### src/rtl/dma_xfer_sched.sv
// Round-robin DMA transfer scheduler: grant 1 cyc after request, engine released after SETUP_CYC, done 2 cyc after final fire.
// Requests wait (req_valid held) while busy; optional DMA_TIMEOUT_EN aborts a stalled RUN with err alongside done.
module dma_xfer_sched #(
    parameter int LEN_W       = 8,
    parameter int CPU_BEATS   = 8,
    parameter int MEM_BEATS   = 16,
`ifdef DMA_TIMEOUT_EN
    parameter int TIMEOUT_CYC = 1024,
`endif
    parameter int SETUP_CYC   = 2
) (
    input  logic             clk,
    input  logic             resetn,
    input  logic [1:0]       req_valid,
    input  logic [1:0]       req_dir,
    input  logic [LEN_W-1:0] req_len0,
    input  logic [LEN_W-1:0] req_len1,
    output logic [1:0]       req_ready,
    output logic [1:0]       done,
    output logic [1:0]       err,
    output logic             busy,
    output logic             dma_mode,
    output logic             dma_resetn,
    input  logic             dma_to_mem_valid,
    input  logic             dma_to_mem_enable,
    input  logic             dma_to_cpu_valid,
    input  logic             dma_to_cpu_enable
);

    localparam int BEAT_W = $clog2(MEM_BEATS);
    localparam int SET_W  = (SETUP_CYC > 1) ? $clog2(SETUP_CYC) : 1;

    typedef enum logic [2:0] {IDLE, GRANT, SETUP, RUN, DONE} state_t;

    state_t            state;
    logic              g;
    logic              last_g;
    logic              dir;
    logic [LEN_W-1:0]  len;
    logic [LEN_W-1:0]  blk_cnt;
    logic [BEAT_W-1:0] beat_cnt;
    logic [SET_W-1:0]  setup_cnt;
    logic              fire;
    logic              win;
    logic [BEAT_W-1:0] last_beat;
    logic              last_fire;

    assign fire      = dir ? (dma_to_mem_valid & dma_to_mem_enable)
                           : (dma_to_cpu_valid & dma_to_cpu_enable);
    assign last_beat = dir ? BEAT_W'(MEM_BEATS - 1) : BEAT_W'(CPU_BEATS - 1);
    assign last_fire = fire && (beat_cnt == last_beat) && (blk_cnt == len - LEN_W'(1));

    // Contention goes to whoever was not served last.
    always_comb begin
        win = 1'b0;
        if (req_valid == 2'b10)
            win = 1'b1;
        else if (req_valid == 2'b11)
            win = ~last_g;
    end

`ifdef DMA_TIMEOUT_EN
    localparam int STALL_W = $clog2(TIMEOUT_CYC + 1);
    logic [STALL_W-1:0] stall_cnt;
    logic               timed_out;
    logic               stall_last;
    assign stall_last = !fire && (stall_cnt == STALL_W'(TIMEOUT_CYC - 1));
`else
    assign err = 2'b00;
`endif

    always_ff @(posedge clk) begin
        if (!resetn) begin
            state      <= IDLE;
            req_ready  <= 2'b00;
            done       <= 2'b00;
            busy       <= 1'b0;
            dma_mode   <= 1'b0;
            dma_resetn <= 1'b0;
            last_g     <= 1'b1;
            g          <= 1'b0;
            dir        <= 1'b0;
            len        <= '0;
            blk_cnt    <= '0;
            beat_cnt   <= '0;
            setup_cnt  <= '0;
`ifdef DMA_TIMEOUT_EN
            err        <= 2'b00;
            stall_cnt  <= '0;
            timed_out  <= 1'b0;
`endif
        end else begin
            req_ready <= 2'b00;
            done      <= 2'b00;
`ifdef DMA_TIMEOUT_EN
            err       <= 2'b00;
`endif
            case (state)
                IDLE: begin
                    dma_resetn <= 1'b0;
                    if (|req_valid) begin
                        g         <= win;
                        dir       <= req_dir[win];
                        len       <= win ? req_len1 : req_len0;
                        req_ready <= win ? 2'b10 : 2'b01;
                        busy      <= 1'b1;
                        state     <= GRANT;
                    end
                end
                GRANT: begin
                    beat_cnt  <= '0;
                    blk_cnt   <= '0;
                    setup_cnt <= '0;
`ifdef DMA_TIMEOUT_EN
                    stall_cnt <= '0;
                    timed_out <= 1'b0;
`endif
                    // A zero-length request completes without ever releasing the engine.
                    if (len == '0) begin
                        state <= DONE;
                    end else begin
                        dma_mode <= dir;
                        state    <= SETUP;
                    end
                end
                SETUP: begin
                    if (setup_cnt == SET_W'(SETUP_CYC - 1)) begin
                        dma_resetn <= 1'b1;
                        state      <= RUN;
                    end else begin
                        setup_cnt <= setup_cnt + SET_W'(1);
                    end
                end
                RUN: begin
                    if (fire) begin
                        if (beat_cnt == last_beat) begin
                            beat_cnt <= '0;
                            blk_cnt  <= blk_cnt + LEN_W'(1);
                        end else begin
                            beat_cnt <= beat_cnt + BEAT_W'(1);
                        end
                    end
                    if (last_fire) begin
                        dma_resetn <= 1'b0;
                        state      <= DONE;
                    end
`ifdef DMA_TIMEOUT_EN
                    stall_cnt <= fire ? '0 : stall_cnt + STALL_W'(1);
                    if (stall_last) begin
                        timed_out  <= 1'b1;
                        dma_resetn <= 1'b0;
                        state      <= DONE;
                    end
`endif
                end
                DONE: begin
                    done   <= g ? 2'b10 : 2'b01;
`ifdef DMA_TIMEOUT_EN
                    err    <= timed_out ? (g ? 2'b10 : 2'b01) : 2'b00;
`endif
                    last_g <= g;
                    busy   <= 1'b0;
                    state  <= IDLE;
                end
                default: state <= IDLE;
            endcase
        end
    end

endmodule

### config.mk
export PLATFORM = sky130hd
export DESIGN_NAME = dma_xfer_sched
export DESIGN_NICKNAME = d
export VERILOG_FILES = /design/src/rtl/dma_xfer_sched.sv
export SDC_FILE = /design/constraint.sdc
export NUM_CORES = 1
export LEC_CHECK = 0
export ABC_CLOCK_PERIOD_IN_PS = 2400
export BUFFER_PORTS_ARGS = -buffer_cell sky130_fd_sc_hd__buf_2
export CORE_ASPECT_RATIO = 0.5
export CORE_MARGIN = 2
export CORE_UTILIZATION = 55
export CTS_CLUSTER_SIZE = 28
export DETAILED_ROUTE_END_ITERATION = 8
export GPL_ROUTABILITY_DRIVEN = 0
export PLACE_DENSITY = 0.84
export SYNTH_ARGS = -nofsm -noshare
export SYNTH_HDL_FRONTEND = slang
export SYNTH_SLANG_ARGS = --single-unit
### constraint.sdc
create_clock -name clk -period 2.4 [get_ports clk]
set_clock_uncertainty 0.1 [all_clocks]
set_input_delay 0.12 -clock clk [delete_from_list [all_inputs] [get_ports clk]]
set_output_delay 0.12 -clock clk [all_outputs]
set_load 0.005 [all_outputs]
* Word level (Yosys, flattened, before mapping) *
Index checks and enable logic that the tools add are counted.

storage, ports and cells
  word-level logic and storage cells = 80
  output and inout port bits = 9
  input bits = 26
  bits in registers = 34

operators by class
  bitwise gates (word level) = 4
  add/subtract/negate cells = 4
  reductions and logical operators = 18
  equality and inequality tests = 13
  muxes and demuxes = 27
  order comparisons = 1

operator list
  operator                                          number
  two-way mux 8 bit                                 3
  one-hot mux 8 bit (2 select lines)                1
  two-way mux 3 bit                                 4
  two-way mux 4 bit                                 3
  one-hot mux 3 bit (4 select lines)                1
  AND reduction 3 bit                               4
  inequality test 2 bit, second input constant      5
  AND reduction 2 bit                               5
  two-way mux 1 bit                                 9
  adder 8 x 1 -> 8 bit, second input constant       1
  == test 8 bit                                     1
  logical NOT 8 bit                                 1
  one-hot mux 4 bit (2 select lines)                1
  subtractor 8 x 1 -> 8 bit, second input constant  1
  == test 3 x 2 -> 1 bit, second input constant     2
  nonzero test 2 bit                                3
  adder 4 x 1 -> 4 bit, second input constant       1
  == test 2 bit, second input constant              2
  == test 4 bit                                     1
  two-way mux 2 bit                                 2
  one-hot mux 1 bit (2 select lines)                2
  == test 3 x 1 -> 1 bit, second input constant     1
  == test 3 bit, second input constant              1
  logical NOT 3 bit                                 1
  8 further kinds                                   11

* Depth between registers and ports, before layout *
  depth in word-level cells = 6
  gate-level depth with buffers = 8
  gate-level depth less buffers = 8

* Worst setup path before layout *
OpenSTA, ideal clock, no wires.

  path type = flip-flop to flip-flop
  start point = reg len[0]
  end point = reg dma_resetn
  path buffers = 0
  path slack = 0.374 ns
  stages on the path, launching flop included = 9
  clock period less this slack = 2.026 ns
  setup time = 0.073 ns
  arrival = 1.853 ns
  data required time = 2.227 ns
  cell sequence = dfxtp_1 inv_1 ha_1 nand2b_1 o211a_1 o31ai_1 a31oi_1 or4b_4 o211ai_2

between the ends
  word-level cells in the longest chain between the ends = 5

ends and longest elaborated chain
  what                                    RTL line  RTL
  start, declared                         39        logic [LEN_W-1:0] len;
  start signal, assigned                  104       len <= win ? req_len1 : req_len0;
  subtractor 8 x 1 -> 8 bit               51        assign last_fire = fire && (beat_cnt == last_beat) && (blk_cnt == len - LEN_W'(1));
  == test 8 bit                           51
  logical AND 1 bit                       51
  inequality test 2 bit (no source line)  -
  AND reduction 3 bit (no source line)    -
  end signal, assigned                    79        dma_resetn <= 1'b0;
  end signal, assigned                    100       dma_resetn <= 1'b0;
  end signal, assigned                    128       dma_resetn <= 1'b1;
  end, declared                           23        output logic dma_resetn,

No other way between the ends.
A chain may end at the register's enable or synchronous reset.

* Final worst setup path *
Same ends and word-level chain as after synthesis.

==> flow_summary_export.csv <==
group,metric,value,unit
final_layout,fin_cells,282,
yosys,seq_area_frac_synth,36.6,%
power,intPower,1.35,mW
global_routing,gr-total-overflow,0,
timing,setup_viol,0,
timing,relSlewSlack,64.0,%
yosys,synth_top_cell_area_share,36.6,%
clock_network,clk_path_buf_depth,2,
routing,wl_met1,1.82,mm
clock_network,root_buffer,"clkbuf_8",
place,portBuffers,32,
timing,final.period_utilization,94.0,%
floorplanning,initial_core_util,59.7,%
yosys,synthesis.area,1860,sq um
power,p_clk_share,24.7,%
floorplanning,row_count,14,
routing,wl,3.78,mm
power,ir_drop,0.411,mV
global_routing,grt_usage,22.0,%
timing,tns,0,ns
routing,dr_total_vias,1595,
setup_path,arrival,2.39,ns
power,p_switching,0.830,mW
yosys,synthDistinctLibCells,46,
routing,met2_length,1.67,mm
setup_path,timing_worst_setup_path_type,"flop to flop",
setup_path,worstPathMaxFanout,5,
final_layout,layout-drive-gt1-share,22.3,%
clock_network,tritoncts,"done",
power,power,2.18,mW
run,cap_violations,0,
timing,rsz0062_at_grt,"false",
final_layout,final_common_cell,"dfxtp_1",
place,placed_cells,274,
global_routing,grt_max_degree,32,
clock_network,h-tree-depth,2,
floorplanning,pin_count,35,
setup_path,cp-start-kind,"flop",
final_layout,antenna_cells,0,
routing,via_per_inst,5.66,
routing,drt_iter0_markers,100,
timing,hold_viol,0,
final_layout,area_growth,15.3,%
power,power_density,1020,nW/um^2
clock_network,numCtsBuffers,5,
power,pwr-share-comb,37.8,%
setup_path,worst_setup_path_end_kind,"flop",
routing,drt_first_pass_iters,4,
clock_network,clock_sinks,34,
routing,dr_wl_met3,216,um
timing,drv_slew,0,
yosys,syn_inst,211,
outcome,status,"complete, no violations",
routing,ant_nets,0,
yosys,avgSynthCellArea,8.82,sq um
final_layout,fin_nets,271,
yosys,synth_seq_cells,34,
power,p_leak,0.968,nW
global_routing,grt_pass1_vias,1429,
yosys,synth_edf_count,0,
worst_hold_path,min_path_type,"primary input to flop",
routing,drc_errors,0,
timing,period_minus_slack,2.25,ns
yosys,yosys_most_used_dff,"dfxtp_1",
routing,wl_per_cell,13.4,um
routing,top_layer,"met4",
place,hpwlAfterDp,2.71,mm
floorplanning,die_w,86.3,um
power,p_sw_share,38.1,%
setup_path,cp.required,2.53,ns
clock_network,hold_buffers,0,
global_routing,antenna_found_initial,0,
global_routing,grt_pass1_wl,6.50,mm
clock_network,clock_latency,0.30,ns
clock_network,cts.clk_slew.worst_paths,0.08,ns
floorplanning,fp.dieArea,3890,sq um
place,pre_cts_ws,0.197,ns
timing,tightest_slew,0.536,ns
floorplanning,core,3120,sq um
yosys,ys_top_cells_by_area,"dfxtp_1 (37%), mux2i_1 (7.0%), o211a_1 (5.4%)",
floorplanning,die_h,45.1,um
final_layout,layout_common_cells,"dfxtp_1 (34), buf_2 (32), nand2_1 (21)",
yosys,async_flop_share,0,%
yosys,synth_area_leader_cell,"dfxtp_1",
timing,fmax,443,MHz
timing,worst_slack,0.145,ns
power,p_seq_share,37.5,%
yosys,yosysWarnings,0,
-- synthesized netlist by cell type, types with 6 or more instances --
master,instances
xnor2_1,8
nand3_1,7
nand2_1,21
a21oi_1,7
nor2b_1,8
nor2_1,19
clkbuf_1,8
dfxtp_1,34
mux2i_1,13
xor2_1,8
o211a_1,10
inv_1,6
-- per-stage QoR --
step / utilization (%) / area (sq um) / hold WS [ns]
final: 68.9 / 2150 / 0.0604
after floorplan: - / 1870 / 0.229
after detailed placement: 65.1 / 2030 / 0.346
after global routing: 68.9 / 2150 / 0.0796
after CTS: 68.7 / 2140 / 0.0631
after global placement: 65.1 / 2030 / 0.336
-- flip-flops by register name, summed over array words and instances, names as in the netlist --
signal and count:
req_ready 2, len 8, beat_cnt 4, setup_cnt 1
done 2, dma_mode 1, busy 1, state 3
dir 1, dma_resetn 1, last_g 1, blk_cnt 8
g 1
-- path summary, 6_finish.rpt --
kind,startpoint,endpoint,slack (ns),depth (start not counted)
max reg2reg,len[0]$_SDFFE_PN0P_,dma_resetn$_SDFFE_PN0P_,0.15,8
min reg2reg,g$_SDFFE_PN0P_,done[0]$_SDFF_PN0_,0.37,1
max,len[0]$_SDFFE_PN0P_,dma_resetn$_SDFFE_PN0P_,0.15,8
min,req_len0[5],len[5]$_SDFFE_PN0P_,0.06,4
-- per-layer routing --
layer	vias to the layer above	GRT usage [%]
li1	801	-
met1	748	27.9
met2	39	35.2
met3	7	6.40
met4	0	10.6
met5	-	0
-- timing repair --
action                     in CTS  in global routing
setup endpoints to repair       0                  3
resized for setup               0                  1
setup buffers                   0                  0
-- logic make-up after synthesis --
| logic type | share of synthesized area (%) |
|---|---|
| mux | 7.59 |
| flops | 36.6 |
| xor+xnor | 7.53 |
| other cells | 0.201 |
| simple gates | 22.8 |
| buf+inv | 5.24 |
| fa+ha+maj | 2.69 |
| compound gates | 17.4 |
-- power by group through the flow --
stage          clock network (mW)  logic, mW  registers [mW]
2_1_floorplan                   0      0.672           0.778
3_3_place_gp                    0      0.775           0.819
3_5_place_dp                    0      0.802           0.826
4_1_cts                     0.542      0.813           0.816
5_1_grt                     0.562      0.921           0.838
6_report                    0.539      0.824           0.817
-- cell type report --
| type | instances | area, sq um |
|---|---|---|
| multi-input combinational | 159 | 1100 |
| fill | 248 | 971 |
| clock buffer | 5 | 68.8 |
| clock inverter | 3 | 45.0 |
| sequential | 34 | 681 |
| timing repair buffer | 35 | 183 |
| tap | 40 | 50.0 |
| inverter | 6 | 22.5 |
-- worst max-delay path, cell delays in order (launching register included) --
cell,delay [ns]
dfxtp_1,0.41
inv_1,0.09
ha_1,0.25
nand2b_1,0.18
o211a_1,0.14
o31ai_1,0.26
a31oi_1,0.16
or4b_4,0.54
o211ai_2,0.07
Note: power is estimated with default switching activity, not from simulation.
